$ cat config.mk
export PLATFORM = sky130hd
export DESIGN_NAME = vga_timing_generator
export DESIGN_NICKNAME = d
export VERILOG_FILES = /design/src/rtl/vga_timing_generator.sv
export SDC_FILE = /design/constraint.sdc
export NUM_CORES = 1
export LEC_CHECK = 0
export ABC_AREA = 1
export BUFFER_PORTS_ARGS = -buffer_cell sky130_fd_sc_hd__buf_2
export CAP_MARGIN = 20
export CORE_UTILIZATION = 25
export DETAILED_ROUTE_END_ITERATION = 12
export GPL_ROUTABILITY_DRIVEN = 0
export PLACE_DENSITY = 0.42
export SYNTH_ARGS = -nofsm -noshare
export SYNTH_HDL_FRONTEND = slang
export SYNTH_SLANG_ARGS = --single-unit
export TNS_END_PERCENT = 30
$ cat constraint.sdc
create_clock -name VGA_CLOCK -period 1.8 [get_ports VGA_CLOCK]
set_clock_uncertainty 0.15 [all_clocks]
set_input_delay 0.09 -clock VGA_CLOCK [delete_from_list [all_inputs] [get_ports VGA_CLOCK]]
set_output_delay 0.09 -clock VGA_CLOCK [all_outputs]
set_load 0.005 [all_outputs]
$ cat src/rtl/vga_timing_generator.sv
`default_nettype none
// ============================================================================
//  Module   : vga_timing_generator
//  Purpose  : Free-running VGA raster timing. It produces the pixel
//             coordinates for an external pixel source, delays the derived
//             active/sync flags so they line up with that source's latency,
//             blanks RGB outside the visible area and flags each new frame.
//  Ports    : VGA_CLOCK    in   pixel clock
//             RESET        in   synchronous active-high reset
//             PIXEL[2:0]   in   {red, green, blue} from the pixel source
//             PIXEL_H[10:0]out  horizontal counter (undelayed)
//             PIXEL_V[10:0]out  vertical counter (undelayed)
//             VGA_HSYNC    out  horizontal sync, SYNC_POL when asserted
//             VGA_VSYNC    out  vertical sync, SYNC_POL when asserted
//             VGA_RED      out  red
//             VGA_GREEN    out  green
//             VGA_BLUE     out  blue
//             FRAME_START  out  one-clock pulse when the raster wraps to (0,0)
//  Revision : 1.0 - initial release
// ============================================================================
module vga_timing_generator #(
   parameter int unsigned H_VISIBLE     = 640,
   parameter int unsigned H_FRONT       = 16,
   parameter int unsigned H_SYNC        = 96,
   parameter int unsigned H_BACK        = 48,
   parameter int unsigned V_VISIBLE     = 480,
   parameter int unsigned V_FRONT       = 10,
   parameter int unsigned V_SYNC        = 2,
   parameter int unsigned V_BACK        = 33,
   parameter logic        SYNC_POL      = 1'b0,
   parameter int unsigned PIXEL_LATENCY = 1     // legal range 0..4
) (
   input  logic        VGA_CLOCK,
   input  logic        RESET,
   input  logic [2:0]  PIXEL,
   output logic [10:0] PIXEL_H,
   output logic [10:0] PIXEL_V,
   output logic        VGA_HSYNC,
   output logic        VGA_VSYNC,
   output logic        VGA_RED,
   output logic        VGA_GREEN,
   output logic        VGA_BLUE,
   output logic        FRAME_START
);

   // ------------------------------------------------------------------------
   // Raster geometry, pre-sized to the 11-bit counter width
   // ------------------------------------------------------------------------
   localparam int unsigned c_h_total = H_VISIBLE + H_FRONT + H_SYNC + H_BACK;
   localparam int unsigned c_v_total = V_VISIBLE + V_FRONT + V_SYNC + V_BACK;

   localparam logic [10:0] c_h_last     = 11'(c_h_total - 1);
   localparam logic [10:0] c_v_last     = 11'(c_v_total - 1);
   localparam logic [10:0] c_h_vis      = 11'(H_VISIBLE);
   localparam logic [10:0] c_v_vis      = 11'(V_VISIBLE);
   localparam logic [10:0] c_hs_start   = 11'(H_VISIBLE + H_FRONT);
   localparam logic [10:0] c_hs_end     = 11'(H_VISIBLE + H_FRONT + H_SYNC);
   localparam logic [10:0] c_vs_start   = 11'(V_VISIBLE + V_FRONT);
   localparam logic [10:0] c_vs_end     = 11'(V_VISIBLE + V_FRONT + V_SYNC);

   // ------------------------------------------------------------------------
   // Counters and frame marker
   // ------------------------------------------------------------------------
   logic [10:0] h_q, h_d;
   logic [10:0] v_q, v_d;
   logic        frame_q, frame_d;
   logic        h_last;
   logic        v_last;

   // ">=" rather than "==" keeps the counters bounded even if they were ever
   // disturbed past the last position.
   always_comb begin
      h_last  = (h_q >= c_h_last);
      v_last  = (v_q >= c_v_last);
      h_d     = h_last ? 11'd0 : h_q + 11'd1;
      v_d     = v_q;
      if (h_last) begin
         v_d = v_last ? 11'd0 : v_q + 11'd1;
      end
      // Registered so it is high exactly while the counters read (0,0)
      // after a genuine wrap; the post-reset (0,0) never sees this term.
      frame_d = h_last && v_last;
   end

   always_ff @(posedge VGA_CLOCK) begin
      if (RESET) begin
         h_q     <= 11'd0;
         v_q     <= 11'd0;
         frame_q <= 1'b0;
      end else begin
         h_q     <= h_d;
         v_q     <= v_d;
         frame_q <= frame_d;
      end
   end

   // ------------------------------------------------------------------------
   // Raw raster flags, decoded from the live counters
   // ------------------------------------------------------------------------
   logic raw_act;
   logic raw_hs;
   logic raw_vs;

   always_comb begin
      raw_act = (h_q < c_h_vis) && (v_q < c_v_vis);
      raw_hs  = (h_q >= c_hs_start) && (h_q < c_hs_end);
      raw_vs  = (v_q >= c_vs_start) && (v_q < c_vs_end);
   end

   // ------------------------------------------------------------------------
   // Delay line matching the pixel source latency
   // ------------------------------------------------------------------------
   logic dly_act;
   logic dly_hs;
   logic dly_vs;

   generate
      if (PIXEL_LATENCY == 0) begin : g_no_delay
         assign dly_act = raw_act;
         assign dly_hs  = raw_hs;
         assign dly_vs  = raw_vs;
      end else begin : g_delay
         logic [PIXEL_LATENCY-1:0] act_q;
         logic [PIXEL_LATENCY-1:0] hs_q;
         logic [PIXEL_LATENCY-1:0] vs_q;

         always_ff @(posedge VGA_CLOCK) begin
            if (RESET) begin
               act_q <= '0;
               hs_q  <= '0;
               vs_q  <= '0;
            end else begin
               act_q[0] <= raw_act;
               hs_q[0]  <= raw_hs;
               vs_q[0]  <= raw_vs;
               for (int i = 1; i < PIXEL_LATENCY; i++) begin
                  act_q[i] <= act_q[i-1];
                  hs_q[i]  <= hs_q[i-1];
                  vs_q[i]  <= vs_q[i-1];
               end
            end
         end

         assign dly_act = act_q[PIXEL_LATENCY-1];
         assign dly_hs  = hs_q[PIXEL_LATENCY-1];
         assign dly_vs  = vs_q[PIXEL_LATENCY-1];
      end
   endgenerate

   // ------------------------------------------------------------------------
   // Output register: blanking and sync polarity applied here
   // ------------------------------------------------------------------------
   logic [2:0] rgb_q, rgb_d;
   logic       hsync_q, hsync_d;
   logic       vsync_q, vsync_d;

   always_comb begin
      rgb_d   = dly_act ? PIXEL : 3'b000;
      hsync_d = dly_hs ? SYNC_POL : ~SYNC_POL;
      vsync_d = dly_vs ? SYNC_POL : ~SYNC_POL;
   end

   always_ff @(posedge VGA_CLOCK) begin
      if (RESET) begin
         rgb_q   <= 3'b000;
         hsync_q <= ~SYNC_POL;
         vsync_q <= ~SYNC_POL;
      end else begin
         rgb_q   <= rgb_d;
         hsync_q <= hsync_d;
         vsync_q <= vsync_d;
      end
   end

   assign PIXEL_H     = h_q;
   assign PIXEL_V     = v_q;
   assign VGA_HSYNC   = hsync_q;
   assign VGA_VSYNC   = vsync_q;
   assign VGA_RED     = rgb_q[2];
   assign VGA_GREEN   = rgb_q[1];
   assign VGA_BLUE    = rgb_q[0];
   assign FRAME_START = frame_q;

endmodule
`default_nettype wire

After elaboration in Yosys (flattened, before gate mapping)
Cells that the tools add are included.
{"block": "totals", "ff_bits": 31, "in_bits": 5, "output_inout_bits": 28, "wordCells": 29}
{"block": "classes", "add_sub_neg": 2, "n_lt_le_gt_ge": 8, "n_mux": 3, "bitwise": 1, "reduce_logical": 6}
{"op": "$ge 11x10->1 const B", "n": 3}
{"op": "$add 11x1->11 const B", "n": 2}
{"op": "$lt 11x10->1 const B", "n": 2}
{"op": "$lt 11x9->1 const B", "n": 2}
{"op": "$ge 11x9->1 const B", "n": 1}
{"op": "$mux 11", "n": 1}
{"op": "$logic_and 1x1->1", "n": 4}
{"op": "$reduce_or 2->1", "n": 2}
{"op": "$mux 1", "n": 2}
{"op": "$not 1->1", "n": 1}

Depth between registers and ports, before layout
{"block": "depth", "ltp_word": 2, "ltp_mapped": 11, "depth_no_buf": 10}

Worst setup path after synthesis
Ideal clock, no wire load.
{"block": "synth_path", "path_kind": "reg2reg", "start": "register h_q[0], in the netlist PIXEL_H[0]", "end": "register v_q[0], in the netlist PIXEL_V[0]", "setup_time_ns": 0.115, "t_arrival_ns": 1.347, "required_time_ns": 1.535, "setup_slack_ns": 0.188, "path_stages_with_launch": 11, "path_buffers": 1, "period_less_slack_ns": 1.612, "path_cell_list": "dfxtp_1 > ha_1 > nand2_1 > nor2_4 > nor2_2 > nand2_2 > nand2_4 > nand2_4 > buf_8 > o21ai_0 > inv_1"}
{"block": "synth_between", "elab_chain_len": 1}
{"item": "start: declaration", "line_no": "64", "text": "logic [10:0] h_q, h_d;"}
{"item": "start signal: assignment", "line_no": "87", "text": "h_q <= 11'd0;"}
{"item": "start signal: assignment", "line_no": "91", "text": "h_q <= h_d;"}
{"item": "$ge 11x10->1", "line_no": "73", "text": "h_last = (h_q >= c_h_last);"}
{"item": "end signal: assignment", "line_no": "92", "text": "v_q <= v_d;"}
{"item": "end: declaration", "line_no": "65", "text": "logic [10:0] v_q, v_d;"}
Every way passes these cells.
A chain may end at the register's enable or synchronous reset.

Final worst setup path
{"block": "layout_path", "start": "register h_q[1], in the netlist PIXEL_H[1]", "end": "register v_q[0], in the netlist PIXEL_V[0]"}
The elaborated chain is that of the path after synthesis.

==> run summary <==
Crit Path Class -> reg2reg
Layout cell share with drive strength beyond 1 -> 23.3%
Core ar. -> 0.00564 mm2
Leak -> 0.000903 uW
CTS clk-pin slew, worst paths -> 0.07 ns
Post-synth cell types -> 28
Count of final hold-check violations -> 0
Maximum vdd drop -> 272 uV
Fmax -> 0.602 GHz
CP Capture Type -> flop
Post-DRT Antenna Nets -> 0
WL per Instance -> 11.3 um
Clock Latency Late Sink -> 0.29 ns
Post-synth EDFFs -> 0
Syn. warnings -> 0
CTS tree -> built
Largest area contributor in the netlist -> dfxtp_1
DIE WIDTH -> 79.3 um
Total CTS buffers -> 5
Synthesized Nets -> 220
Yosys reg bits -> 31
Max Root-Sink Buffers -> 2
Via count -> 1408
Endpoints failing setup -> 0
Required @ worst endpoint -> 1.84 ns
Data arrival, critical path -> 1.70 ns
First-pass GRT wire length -> 6220 um
Post-synthesis cell area -> 0.00149 mm2
DR pass1 iterations -> 5
Row cnt -> 27
Initial antenna violation count -> 0
Least-Margin Pin Slew -> 0.582 ns
Largest cells by area after synthesis -> dfxtp_1 (42%), nand2_1 (12%), nor2_1 (9.3%), inv_1 (7.0%), nand3_1 (6.4%)
Number of I/O port buffers -> 32
P&R area growth vs syn -> 27.0%
Grt ovf -> 0
Startpoint Class -> flop
Root Buffer -> clkbuf_8
Syn Inst Count -> 212
Ys async rst share -> 0%
Post-route setup TNS -> 0 ns
# DRC -> 0
Clock period minus worst slack -> 1.66 ns
Synth top area share -> 41.5%
Syn Area/Cell -> 7.05 um2
Vias in the first global route -> 1310
Crit Path Max Fanout -> 12
Sink Count -> 31
ANT cells -> 0
Starting Density -> 26.5%
PnR worst setup slack -> 0.140 ns
Chip height -> 79.3 um
Total global-route track usage -> 13.0%
Nets -> 265
# H-tree levels -> 2
Pins Over Slew Limit -> 0
Pin count of the biggest net entering global routing -> 14
Pre-CTS setup slack -> 0.139 ns
DIE AREA -> 0.00629 mm2
Status -> complete, no violations
Via/cell ratio -> 4.27
Hold crit path type -> reg2reg
Final worst-path cycle share -> 92.2%
Post-DP HPWL -> 2670 um
Max-Cap Viols -> 0
Top FF cell, synth -> dfxtp_1
Starting DRC count in detailed routing -> 104
Final wirelength -> 3720 um
RSZ-0062 raised after global routing -> no
Pwr Density -> 744 mW/mm2
Max transition margin -> 60.2%
I/O pins -> 33
Register area share after synthesis -> 41.5%
[flip-flops by register name, summed over array words and instances, names as in the netlist]
name         count
rgb_q            3
dly_vs           1
VGA_VSYNC        1
dly_hs           1
PIXEL_V         11
PIXEL_H         11
FRAME_START      1
VGA_HSYNC        1
dly_act          1
[synthesized netlist by cell type (2+ instances only)]
master	number
o21ai_0	7
xor2_1	3
nor2_2	3
nand4_1	3
nor3_1	2
nor2_1	37
a21oi_1	5
buf_2	2
nand2_2	3
inv_1	28
nand3_1	19
nor3b_1	2
nand2_1	49
dfxtp_1	31
nand2_4	3
ha_1	3
[kinds of logic (layout without fill, tap and decap cells)]
group / count (synthesis) / count (layout) / synth area share [%]
compound gates: 17 / 17 / 6.78
xor+xnor: 4 / 4 / 2.35
fa+ha+maj: 3 / 3 / 2.51
buf+inv: 33 / 79 / 9.71
flops: 31 / 31 / 41.5
other cells: 1 / 1 / 0.251
simple gates: 123 / 123 / 36.9
[metrics by stage]
| stage | instance area, um2 | power, uW | hold WS, ns | utilization, % | std cells |
|---|---|---|---|---|---|
| 5_1_grt | 1900 | 1500 | 0.242 | 33.6 | 330 |
| 2_1_floorplan | 1490 | 815 | 0.00907 | - | 212 |
| 4_1_cts | 1880 | 1430 | 0.223 | 33.3 | 329 |
| 6_report | 1900 | 1410 | 0.222 | 33.6 | 330 |
| 3_5_place_dp | 1750 | 863 | 0.163 | 31.0 | 317 |
| 3_3_place_gp | 1750 | 864 | 0.159 | 31.0 | 317 |
[per-layer routing]
layer	routed length [um]	global-route usage, %	up-vias
li1	-	-	756
met1	1850	17.0	616
met2	1630	19.7	30
met3	162	3.56	6
met4	76	6.18	0
met5	0	0	-
[what timing repair did]
action,CTS,global route
setup buffers,0,1
hold endpoints to repair,7,0
hold buffers,4,0
setup endpoints to repair,0,7
resized for setup,0,2
[layout make-up]
| class | count | area [um2] |
|---|---|---|
| clock buffer | 5 | 68.8 |
| clock inverter | 3 | 20.0 |
| fill | 604 | 3740 |
| inverter | 28 | 105 |
| multi-input combinational | 148 | 739 |
| sequential | 31 | 621 |
| tap | 72 | 90.1 |
| timing repair buffer | 43 | 253 |
[cells in the final DEF, fill, tap and decap left out, drive strengths merged]
cell         instances
nand2               55
nor2                41
buf                 39
dfxtp               31
inv                 28
nand3               19
o21ai                8
a21oi                5
clkbuf               5
dlygate4sd3          4
xor2                 3
nand4                3
ha                   3
nor3                 2
nor3b                2
clkinvlp             2
conb                 1
o211ai               1
a31o                 1
xnor2                1
a2111oi              1
a211oi               1
nor4                 1
clkinv               1
[critical path, cell delays in order, from the launching register on]
cell	delay [ns]
dfxtp_1	0.37
ha_2	0.21
nand2_1	0.09
nor2_4	0.16
nor2_2	0.05
nand2_2	0.07
nand2_4	0.12
nand2_4	0.16
nand2_1	0.07
o21ai_0	0.07
inv_1	0.05
[power breakdown]
group          leakage (uW)  switching [uW]  internal [uW]  total [uW]
clock             0.0000402             288            269         557
sequential         0.000252            18.2            705         723
combinational      0.000611            75.6           56.0         132
[worst paths after layout]
path,startpoint,end,slack (ns),cells past startpoint
setup / recovery,PIXEL_H[1],PIXEL_V[0],0.14,10
hold / removal,dly_vs,VGA_VSYNC,0.22,1
setup reg to reg,PIXEL_H[1],PIXEL_V[0],0.14,10
hold reg to reg,dly_vs,VGA_VSYNC,0.22,1
(Power assumes the default switching activity.)
